**src/rtl/core_cache_req_buf.sv**
```systemverilog
// core_cache_req_buf
//   CPU-to-cache request buffer. CPU read/write requests are queued in a
//   DEPTH-entry FIFO. Each head address is split into tag/index/offset, and
//   requests go to the cache in program order. The number of reads waiting
//   for cache data is capped at RD_OUT. Read data comes back to the CPU
//   through a registered response stage.
//
// Ports
//   clk, rst_n          clock; asynchronous active-low reset
//   cpu_rd_req_i        CPU read request (address on cpu_rd_addr_i)
//   cpu_wr_req_i        CPU write request (cpu_wr_addr_i/_data_i/_en_i)
//   pipeline_stall_o    a request is present this cycle but not accepted
//   cpu_rd_data_o       registered read data
//   cpu_data_ack_o      one-cycle pulse: cpu_rd_data_o is valid
//   cache_req_o         FIFO head is valid and can be issued
//   cache_op_o          head operation: 0 = read, 1 = write
//   cache_tag_o/_index_o/_offset_o   head address fields
//   cache_wr_en_o       head byte strobes (0 for reads)
//   cache_wr_data_o     head write data
//   cache_addr_ack_i    cache accepts the head, which is then popped
//   cache_rd_data_i     read data from the cache
//   cache_data_ack_i    cache_rd_data_i is valid for the oldest outstanding read
//   err_o               sticky: a data ack arrived with no read outstanding
//
// Optional feature: define CORE_CACHE_BUF_PERF_EN to add perf_stall_cnt_o
//   (cycles with a stall) and perf_req_cnt_o (pops). Both are 32-bit
//   wrapping counters.
module core_cache_req_buf #(
  parameter int ADDR_W   = 32,
  parameter int DATA_W   = 32,
  parameter int OFFSET_W = 4,
  parameter int INDEX_W  = 8,
  parameter int TAG_W    = 20,
  parameter int DEPTH    = 4,
  parameter int RD_OUT   = 2
) (
  input  logic                  clk,
  input  logic                  rst_n,
  input  logic                  cpu_rd_req_i,
  input  logic                  cpu_wr_req_i,
  input  logic [ADDR_W-1:0]     cpu_rd_addr_i,
  input  logic [ADDR_W-1:0]     cpu_wr_addr_i,
  input  logic [DATA_W-1:0]     cpu_wr_data_i,
  input  logic [DATA_W/8-1:0]   cpu_wr_en_i,
  output logic                  pipeline_stall_o,
  output logic [DATA_W-1:0]     cpu_rd_data_o,
  output logic                  cpu_data_ack_o,
  output logic                  cache_req_o,
  output logic                  cache_op_o,
  output logic [TAG_W-1:0]      cache_tag_o,
  output logic [INDEX_W-1:0]    cache_index_o,
  output logic [OFFSET_W-1:0]   cache_offset_o,
  output logic [DATA_W/8-1:0]   cache_wr_en_o,
  output logic [DATA_W-1:0]     cache_wr_data_o,
  input  logic                  cache_addr_ack_i,
  input  logic [DATA_W-1:0]     cache_rd_data_i,
  input  logic                  cache_data_ack_i,
  output logic                  err_o
`ifdef CORE_CACHE_BUF_PERF_EN
  ,
  output logic [31:0]           perf_stall_cnt_o,
  output logic [31:0]           perf_req_cnt_o
`endif
);

  localparam int STRB_W = DATA_W / 8;
  localparam int PW     = (DEPTH > 1) ? $clog2(DEPTH) : 1;
  localparam int CW     = $clog2(DEPTH + 1);
  localparam int RW     = $clog2(RD_OUT + 1);

  // FIFO storage; entry = {op, addr, wdata, wstrb}
  logic              mem_op    [DEPTH];
  logic [ADDR_W-1:0] mem_addr  [DEPTH];
  logic [DATA_W-1:0] mem_wdata [DEPTH];
  logic [STRB_W-1:0] mem_wstrb [DEPTH];

  logic [PW-1:0] wr_ptr;
  logic [PW-1:0] rd_ptr;
  logic [PW-1:0] rd_slot;
  logic [CW-1:0] count;
  logic [RW-1:0] rd_pend;

  logic              empty;
  logic              accept;
  logic              push_wr;
  logic              push_rd;
  logic [1:0]        push_cnt;
  logic              head_op;
  logic [ADDR_W-1:0] head_addr;
  logic              rd_ok;
  logic              pop;
  logic              rd_inc;
  logic              ack_ok;

  assign empty = (count == '0);

  // Free space is judged on the count before this cycle's pop, so a slot
  // being freed right now cannot be reused in the same cycle.
  always_comb begin
    accept = 1'b0;
    if (cpu_rd_req_i && cpu_wr_req_i) begin
      accept = (count <= CW'(DEPTH - 2));
    end else if (cpu_rd_req_i || cpu_wr_req_i) begin
      accept = (count < CW'(DEPTH));
    end
  end

  assign push_wr          = cpu_wr_req_i & accept;
  assign push_rd          = cpu_rd_req_i & accept;
  assign push_cnt         = {1'b0, push_wr} + {1'b0, push_rd};
  assign pipeline_stall_o = (cpu_rd_req_i | cpu_wr_req_i) & ~accept;

  // A paired request stores the write first and the read in the next slot,
  // which keeps the write ahead of the read in issue order.
  assign rd_slot = push_wr ? (wr_ptr + PW'(1)) : wr_ptr;

  always_ff @(posedge clk) begin
    if (push_wr) begin
      mem_op[wr_ptr]    <= 1'b1;
      mem_addr[wr_ptr]  <= cpu_wr_addr_i;
      mem_wdata[wr_ptr] <= cpu_wr_data_i;
      mem_wstrb[wr_ptr] <= cpu_wr_en_i;
    end
    if (push_rd) begin
      mem_op[rd_slot]    <= 1'b0;
      mem_addr[rd_slot]  <= cpu_rd_addr_i;
      mem_wdata[rd_slot] <= '0;
      mem_wstrb[rd_slot] <= '0;
    end
  end

  assign head_op     = mem_op[rd_ptr];
  assign head_addr   = mem_addr[rd_ptr];
  assign rd_ok       = (rd_pend < RW'(RD_OUT));
  assign cache_req_o = ~empty & (head_op | rd_ok);
  assign pop         = cache_req_o & cache_addr_ack_i;
  assign rd_inc      = pop & ~head_op;
  assign ack_ok      = cache_data_ack_i & (rd_pend != '0);

  always_comb begin
    cache_op_o      = 1'b0;
    cache_tag_o     = '0;
    cache_index_o   = '0;
    cache_offset_o  = '0;
    cache_wr_en_o   = '0;
    cache_wr_data_o = '0;
    if (!empty) begin
      cache_op_o      = head_op;
      cache_tag_o     = head_addr[OFFSET_W+INDEX_W +: TAG_W];
      cache_index_o   = head_addr[OFFSET_W +: INDEX_W];
      cache_offset_o  = head_addr[OFFSET_W-1:0];
      cache_wr_en_o   = head_op ? mem_wstrb[rd_ptr] : '0;
      cache_wr_data_o = mem_wdata[rd_ptr];
    end
  end

  always_ff @(posedge clk or negedge rst_n) begin
    if (!rst_n) begin
      wr_ptr         <= '0;
      rd_ptr         <= '0;
      count          <= '0;
      rd_pend        <= '0;
      err_o          <= 1'b0;
      cpu_data_ack_o <= 1'b0;
      cpu_rd_data_o  <= '0;
    end else begin
      wr_ptr <= wr_ptr + PW'(push_cnt);
      if (pop) begin
        rd_ptr <= rd_ptr + PW'(1);
      end
      count <= count + CW'(push_cnt) - CW'(pop);

      case ({rd_inc, ack_ok})
        2'b10:   rd_pend <= rd_pend + RW'(1);
        2'b01:   rd_pend <= rd_pend - RW'(1);
        default: rd_pend <= rd_pend;
      endcase

      // A data ack with nothing outstanding is dropped and only flagged.
      if (cache_data_ack_i && (rd_pend == '0)) begin
        err_o <= 1'b1;
      end

      cpu_data_ack_o <= ack_ok;
      if (ack_ok) begin
        cpu_rd_data_o <= cache_rd_data_i;
      end
    end
  end

`ifdef CORE_CACHE_BUF_PERF_EN
  always_ff @(posedge clk or negedge rst_n) begin
    if (!rst_n) begin
      perf_stall_cnt_o <= '0;
      perf_req_cnt_o   <= '0;
    end else begin
      if (pipeline_stall_o) begin
        perf_stall_cnt_o <= perf_stall_cnt_o + 32'd1;
      end
      if (pop) begin
        perf_req_cnt_o <= perf_req_cnt_o + 32'd1;
      end
    end
  end
`endif

endmodule
```
**config.mk**
```make
export PLATFORM = sky130hd
export DESIGN_NAME = core_cache_req_buf
export DESIGN_NICKNAME = d
export VERILOG_FILES = /design/src/rtl/core_cache_req_buf.sv
export SDC_FILE = /design/constraint.sdc
export NUM_CORES = 1
export LEC_CHECK = 0
export ABC_AREA = 1
export BUFFER_PORTS_ARGS = -buffer_cell sky130_fd_sc_hd__buf_2
export CORE_UTILIZATION = 30
export CTS_CLUSTER_DIAMETER = 50
export CTS_CLUSTER_SIZE = 16
export DETAILED_ROUTE_END_ITERATION = 16
export GPL_ROUTABILITY_DRIVEN = 1
export SLEW_MARGIN = 5
export SYNTH_ARGS = -nofsm -noshare
export SYNTH_HDL_FRONTEND = slang
export SYNTH_SLANG_ARGS = --single-unit
```
**constraint.sdc**
```tcl
create_clock -name clk -period 4.8 [get_ports clk]
set_input_delay 0.96 -clock clk [delete_from_list [all_inputs] [get_ports clk]]
set_output_delay 0.96 -clock clk [all_outputs]
set_load 0.05 [all_outputs]
```
Word-level counts from Yosys, hierarchy flattened
Memories as Yosys holds them, arrays and structs flattened.
Cells that the tools add are included.
{"block": "totals", "reg_bits": 43, "ram_bits": 276, "input_bits": 138, "word_cells": 58, "n_memories": 4}
{"block": "op_classes", "add_sub_neg": 8, "n_lt_le_gt_ge": 3, "eq_ne": 2, "n_mux": 15, "bitwise": 12, "n_reduce_logical": 7}
{"name": "mem_addr", "words": 4, "width": 32, "rd": 1, "rd_clocked_by_memory_dff": 0, "write_ports": 2, "line_no": "73", "text": "logic [ADDR_W-1:0] mem_addr [DEPTH];"}
{"name": "mem_wdata", "words": 4, "width": 32, "rd": 1, "rd_clocked_by_memory_dff": 0, "write_ports": 2, "line_no": "74", "text": "logic [DATA_W-1:0] mem_wdata [DEPTH];"}
{"name": "mem_wstrb", "words": 4, "width": 4, "rd": 1, "rd_clocked_by_memory_dff": 0, "write_ports": 2, "line_no": "75", "text": "logic [STRB_W-1:0] mem_wstrb [DEPTH];"}
{"name": "mem_op", "words": 4, "width": 1, "rd": 1, "rd_clocked_by_memory_dff": 0, "write_ports": 2, "line_no": "72", "text": "logic mem_op [DEPTH];"}
{"operator": "two-way mux 32 bit", "count": 1}
{"operator": "two-way mux 20 bit", "count": 1}
{"operator": "two-way mux 4 bit", "count": 3}
{"operator": "two-way mux 8 bit", "count": 1}
{"operator": "bitwise AND 1 bit", "count": 7}
{"operator": "two-way mux 1 bit", "count": 7}
{"operator": "adder 2 x 1 -> 2 bit (second input constant)", "count": 3}
{"operator": "one-hot mux 2 bit (2 select lines)", "count": 1}
{"operator": "nonzero test 2 bit", "count": 2}
{"operator": "adder 3 x 2 -> 3 bit", "count": 1}
{"operator": "<= comparator 3 x 2 -> 1 bit (second input constant)", "count": 1}
{"operator": "logical NOT 3 bit", "count": 1}
{"operator": "less-than comparator 3 bit (second input constant)", "count": 1}
{"operator": "NOT 1 bit", "count": 3}
{"operator": "subtractor 3 x 1 -> 3 bit", "count": 1}
{"operator": "adder 1 x 1 -> 2 bit", "count": 1}
{"operator": "adder 2 bit", "count": 1}
{"operator": "equality test 2 x 1 -> 1 bit (second input constant)", "count": 1}
{"operator": "equality test 2 bit (second input constant)", "count": 1}
{"operator": "logical AND 1 bit", "count": 2}
{"operator": "logical NOT 2 bit", "count": 1}
{"operator": "less-than comparator 2 bit (second input constant)", "count": 1}
{"operator": "two-way mux 2 bit", "count": 1}
{"operator": "bitwise OR 1 bit", "count": 2}
{"operator": "other kinds (2)", "count": 2}

Logic depth before layout (Yosys ltp)
Gate-level depths: netlist of the first run.
{"block": "logic_depth", "depth_word": 7, "ltp_mapped": 13, "ltp_nobuf": 12}

Least setup slack after synthesis of the first run
OpenSTA, ideal clock, no wires.
{"block": "synth_path", "kind": "in2reg", "startpoint": "in cpu_wr_req_i", "endpoint": "mem mem_addr[0][0] (enable)", "setup_ns": 0.466, "t_arrival_ns": 3.757, "required_ns": 4.334, "setup_slack_ns": 0.577, "path_stages": 5, "n_path_buf": 1, "cell_sequence": "nor2_2 -> nor2_4 -> nand3_2 -> clkbuf_1 -> o21ai_0"}
{"element": "from (decl)", "line_no": "40", "text": "input logic cpu_wr_req_i,"}
{"element": "to (decl)", "line_no": "73"}

Worst setup path in the final report of the first run
{"block": "layout_path", "startpoint": "reg rd_ptr[0]", "endpoint": "out cache_wr_en_o[2]"}
{"block": "layout_via", "elab_chain_cells": 3}
{"element": "from (decl)", "line_no": "78", "text": "logic [PW-1:0] rd_ptr;"}
{"element": "from (signal assigned)", "line_no": "169", "text": "rd_ptr <= rd_ptr + PW'(1);"}
{"element": "memory (4 x 4 bit) or memory (4 x 1 bit) (tied branches)"}
{"element": "two-way mux 4 bit *", "line_no": "152", "text": "cache_wr_en_o = head_op ? mem_wstrb[rd_ptr] : '0;"}
{"element": "two-way mux 4 bit *", "line_no": "147", "text": "if (!empty) begin"}
{"element": "to (decl)", "line_no": "53", "text": "output logic [DATA_W/8-1:0] cache_wr_en_o,"}
Mark *: on every way between the ends. The rest lies on a longest branch, timed or not.

==> metrics.txt, run 1 <==
# setup viols final 0; synthesis-to-layout area growth 18.4%; largest net degree at the start of global routing 74; final WL 50,500 um; synthesized flop and latch total 319; CP max stage cell dfrtp_4; Final Skew 0.0379 ns; final period utilization 87.5%; cell area after synthesis 16,300 sq um; die area 55,100 sq um; arrival time at the worst endpoint 3.24 ns; Startpoint Class flip-flop; Pre-antenna DRT Iters 5; initial antenna violation count 13; YS warnings 0; Yosys cell types 32; layout cells sized above 1 15.5%; GRT overflow 0; Final min period 4.20 ns; CP required 3.84 ns; Seq/Total Area, Yosys 48.5%; die height 235 um; CP most frequent cell nand3_1; Cells after Synth 2,190; Max VDD drop 0.495 mV; Final ANT Viol Nets 0; Resized cells post-CTS 0; final hold viol count 0; initial DRC count 1,150; Max Slew Vio Count 0; aggregate global-route resource usage 18.1%; run status completed; Slew HR 27.2%; number of max-cap violations 0; TritonCTS clock tree built; slowest stage delay, CP 0.69 ns; DR vias 15.2k; first-pass GRT wire length 79,700 um; Worst-path clk slew 0.06 ns; # DRC 0; clk sinks 319; Max Buffers Root-to-Sink 3; fin nets 2,492; Buffers on Ports 242; Hold/Removal Path Class flip-flop to flip-flop; CP Max Fanout 62; Core Area 53,100 sq um; max frequency 0.238 GHz; post-CTS setup repair buffer count 0; CTS H-tree lvls 2; unrepaired setup endpoints after global routing no; Pwr Density 792 nW/um^2; Hold-fix buffers, CTS 0; critical path class flip-flop to primary output; Initial Utilization 30.6%; vias in the first global route 14.3k; row cnt 84; syn avg cell area 7.42 sq um; routability-driven placement congestion ratio 0.796; Top Ports 243; Routed WL per cell 16.5 um; WHS 0.476 ns; Worst Max-Slew Pin Slew 1.09 ns; Root Driver clkbuf_16; half-perimeter wire length after placement 30,800 um; worst skew pair latency 0.56 ns; CP Capture Type primary output; TNS Setup 0 ns; Leak 8.67 nW; DR vias/cell 4.96; die width 235 um; CP Cell Sequence buf_4 -> nand2_1 -> nand3_1 -> nand3_1 -> a21oi_1 -> buf_2; TritonCTS Buffers 40; Mapped Nets 2,339
==> cell usage in the layout (no fill, tap or decap), drive strengths merged, types with 3 or more instances in the layout <==
cell	n
nand2	590
nor2	289
o21ai	286
buf	272
inv	245
dfxtp	148
a21oi	142
nand4	133
edfxtp	128
clkbuf	49
dfrtp	43
ha	10
nand3	9
clkinv	8
clkinvlp	5
bufinv	5
diode	4
xnor2	4
xor2	3
==> through the flow <==
step | setup slack, ns | area, sq um | total power [mW] | instances | util [%]
floorplan | 0.577 | 16300 | 10.1 | 2190 | -
global placement | 1.09 | 17800 | 12.0 | 2989 | 33.6
detailed placement | 1.02 | 17800 | 12.1 | 2989 | 33.6
CTS | 0.561 | 19200 | 15.4 | 3061 | 36.2
global route | 0.385 | 19200 | 16.3 | 3063 | 36.2
finish | 0.599 | 19200 | 15.2 | 3065 | 36.3
==> critical path, delay by kind of cell (launching register included) <==
kind	cells	cell delay (ns)
AO/OA/AOI/OAI	1	0.40
buffers and inverters	2	0.97
flip-flops	1	0.69
AND/OR/NAND/NOR	3	0.61
==> worst paths after layout <==
check / start / to / slack (ns) / depth (start not counted)
setup reg to reg: rd_ptr[0]$_DFFE_PN0P_ / count[2]$_DFF_PN0_ / 1.30 / 12
setup / recovery: rd_ptr[0]$_DFFE_PN0P_ / cache_wr_en_o[2] / 0.60 / 6
min in group asynchronous: rst_n / cpu_rd_data_o[16]$_DFFE_PN0P_ / 0.56 / 1
max in group asynchronous: rst_n / rd_ptr[0]$_DFFE_PN0P_ / 3.51 / 1
hold reg to reg: cpu_rd_data_o[25]$_DFFE_PN0P_ / cpu_rd_data_o[25]$_DFFE_PN0P_ / 0.48 / 2
hold / removal: cpu_rd_data_o[25]$_DFFE_PN0P_ / cpu_rd_data_o[25]$_DFFE_PN0P_ / 0.48 / 2
==> cells in the mapped netlist (all sizes together) <==
cell / number / area share (%)
a21oi: 142 / 4.4
and3: 1 / 0.039
buf: 91 / 3.4
clkbuf: 70 / 1.6
clkinv: 1 / 0.023
dfrtp: 43 / 6.6
dfxtp: 148 / 18
edfxtp: 128 / 24
fa: 1 / 0.12
ha: 10 / 0.77
inv: 239 / 5.5
nand2: 590 / 14
nand3: 9 / 0.48
nand4: 133 / 5.2
nor2: 289 / 7.1
o21ai: 286 / 8.8
o21bai: 1 / 0.046
or2: 1 / 0.039
xnor2: 4 / 0.22
xor2: 3 / 0.16
==> per-layer routing <==
metal	vias to the layer above	track usage, %	wire length (um)
li1	7385	-	-
met1	7228	22.4	21000
met2	495	31.4	24800
met3	92	3.96	3510
met4	16	5.22	1050
met5	-	0	97
==> report_power, final <==
part / internal [mW] / total [mW] / switching [mW] / leakage, nW
clock network: 1.95 / 3.20 / 1.25 / 0.675
logic: 1.81 / 7.90 / 6.10 / 5.09
registers: 3.80 / 4.14 / 0.341 / 2.91
==> layout make-up <==
cell class / instances / area, sq um
tap: 688 / 861
clock buffer: 49 / 1120
inverter: 240 / 903
timing repair buffer: 272 / 1440
sequential: 319 / 7890
clock inverter: 23 / 295
multi-input combinational: 1470 / 6730
fill: 5507 / 33800
antenna: 4 / 10.0
==> kinds of logic after synthesis <==
family                   Yosys count  synth area share [%]
adder cells (fa/ha/maj)           11                 0.893
buffers and inverters            401                  10.5
AO/OA/AOI/OAI                    429                  13.2
XOR/XNOR                           7                 0.377
flip-flops                       319                  48.5
AND/OR/NAND/NOR                 1023                  26.5
==> sequential cells by signal (all words and copies together), names as in the netlist <==
signal,cells
rd_pend,2
mem_addr,128
mem_wdata,128
mem_wstrb,16
cpu_data_ack_o,1
cpu_rd_data_o,32
count,3
err_o,1
wr_ptr,2
mem_op,4
rd_ptr,2
Power figures use the tool's default switching activity.
==> run 2: changes to the inputs <==
Settings changed: CELL_PAD_IN_SITES_DETAIL_PLACEMENT set to 0, CELL_PAD_IN_SITES_GLOBAL_PLACEMENT set to 1, PLACE_DENSITY_LB_ADDON set to 0.1.
==> metrics.txt, run 2 (synthesis results as in run 1) <==
initial antenna violation count 10 (-3); max frequency 0.246 GHz (+3.5%); aggregate global-route resource usage 19.6% (+1.5 points); worst skew pair latency 0.57 ns (about the same); Top Ports 243 (unchanged); die width 235 um (unchanged); Top Family by Delay on Critical Path buffers and inverters; CP required 3.84 ns (about the same); number of max-cap violations 0 (unchanged); Buffers on Ports 242 (unchanged); CTS H-tree lvls 2 (unchanged); initial DRC count 787 (-32%); final period utilization 84.6% (-2.9 points); Largest regs mem_addr: 128 flops, mem_wdata: 128 flops, cpu_rd_data_o: 32 flops; Worst Max-Slew Pin Slew 1.05 ns (-0.0368 ns); WHS 0.477 ns (+0.000804 ns); Resized cells post-CTS 0 (unchanged); vias in the first global route 14.2k (-1.1%); Filler cells 5,652 (+2.6%); Post-DP Area 17,900 sq um (+0.34%); post-layout instance area 19,300 sq um (+0.36%); Pre-antenna DRT Iters 5 (unchanged); Leak 8.74 nW (+0.78%); CP Cell Sequence inv_2 -> buf_4 -> nor2_1 -> o21ai_0 -> a21oi_1 -> buf_2; Startpoint Class flip-flop; largest net degree at the start of global routing 79 (+6.8%); arrival time at the worst endpoint 3.10 ns (-0.14 ns); post-CTS setup repair buffer count 0 (unchanged); fin nets 2,504 (+0.48%); Slew HR 29.7% (+2.4 points); Final min period 4.06 ns (-0.141 ns); clk sinks 319 (unchanged); Final ANT Viol Nets 0 (unchanged); layout cells sized above 1 16.1% (+0.57 points); Max Slew Vio Count 0 (unchanged); Initial Utilization 30.6% (unchanged); GRT overflow 0 (unchanged); run status completed; Routed WL per cell 17.7 um (+7.4%); Pwr Density 795 nW/um^2 (+0.35%); most common cell after layout, fill and taps aside nand2_1; worst path buffer plus inverter count 3 (+1); final WL 54,400 um (+7.8%); DP Worst Slack 1.07 ns (+0.0532 ns); TritonCTS Buffers 44 (+10%); Hold-fix buffers, CTS 0 (unchanged); CP Max Fanout 32 (-48%); Worst-path clk slew 0.06 ns (about the same); DR vias/cell 4.80 (-3.2%); half-perimeter wire length after placement 32,900 um (+6.7%); synthesis-to-layout area growth 18.8%; row cnt 84 (unchanged); die area 55,100 sq um (unchanged); Max Buffers Root-to-Sink 3 (unchanged); Hold/Removal Path Class flip-flop to flip-flop; unrepaired setup endpoints after global routing no; Root Driver clkbuf_16; Final WS setup 0.741 ns (+0.141 ns); Final Skew 0.0149 ns (-0.0230 ns); critical path class flip-flop to primary output; Max VDD drop 0.327 mV (-34%); first-pass GRT wire length 83,800 um (+5.1%); die height 235 um (unchanged); slowest stage delay, CP 0.80 ns (+0.11 ns); TritonCTS clock tree built; final hold viol count 0 (unchanged); DR vias 14.8k (-2.8%); CP max stage cell dfrtp_2; TNS Setup 0 ns (unchanged); routability-driven placement congestion ratio 0.762 (-4.3%); Core Area 53,100 sq um (unchanged); most frequent cells in the layout 586 x nand2_1, 281 x nor2_1, 272 x o21ai_0; # setup viols final 0 (unchanged); CP Capture Type primary output; # DRC 0 (unchanged)
run 2: report_power, final:
| part | internal, mW | total (mW) | switching [mW] |
|---|---|---|---|
| Combinational | 1.84 | 7.95 | 6.11 |
| Clock | 1.87 | 3.22 | 1.34 |
| Sequential | 3.80 | 4.18 | 0.382 |
| Total | 7.52 | 15.3 | 7.83 |
run 2: metal layers:
| layer | GRT usage [%] | part of all wire, % |
|---|---|---|
| met1 | 24.0 | 43 |
| met2 | 34.7 | 50 |
| met3 | 4.17 | 5.3 |
| met4 | 4.80 | 1.6 |
| met5 | 0 | 0.14 |
run 2: path summary, 6_finish.rpt:
check                      cells after the start  slack [ns]                    startpoint                       endpoint
max                                            6        0.74         rd_ptr[1]$_DFFE_PN0P_              cache_offset_o[0]
min                                            2        0.48  cpu_rd_data_o[7]$_DFFE_PN0P_   cpu_rd_data_o[7]$_DFFE_PN0P_
max reg2reg                                   12        1.49         rd_ptr[0]$_DFFE_PN0P_             count[2]$_DFF_PN0_
min reg2reg                                    2        0.48  cpu_rd_data_o[7]$_DFFE_PN0P_   cpu_rd_data_o[7]$_DFFE_PN0P_
max in group asynchronous                      1        3.45                         rst_n          rd_ptr[0]$_DFFE_PN0P_
min in group asynchronous                      1        0.57                         rst_n  cpu_rd_data_o[23]$_DFFE_PN0P_
run 2: through the flow:
| stage | utilization, % | total power, mW | cells |
|---|---|---|---|
| global placement | 33.7 | 12.2 | 2997 |
| global route | 36.4 | 16.4 | 3077 |
| CTS | 36.4 | 15.6 | 3076 |
| finish | 36.4 | 15.3 | 3078 |
| detailed placement | 33.7 | 12.3 | 2997 |
| floorplan | - | 10.1 | 2190 |
run 2: cell type report:
cell class	instances	area, sq um	area share, %
sequential	319	7890	40.8
clock inverter	26	229	1.19
clock buffer	53	1200	6.20
inverter	240	903	4.68
antenna	2	5.00	0.0259
tap	688	861	4.46
timing repair buffer	280	1500	7.75
multi-input combinational	1470	6730	34.9
run 2: tightest hold or removal path: cells and delay by family, from the launching register on:
family | cells | cell delay [ns]
DFF | 1 | 0.34
and+or+nand+nor | 2 | 0.10
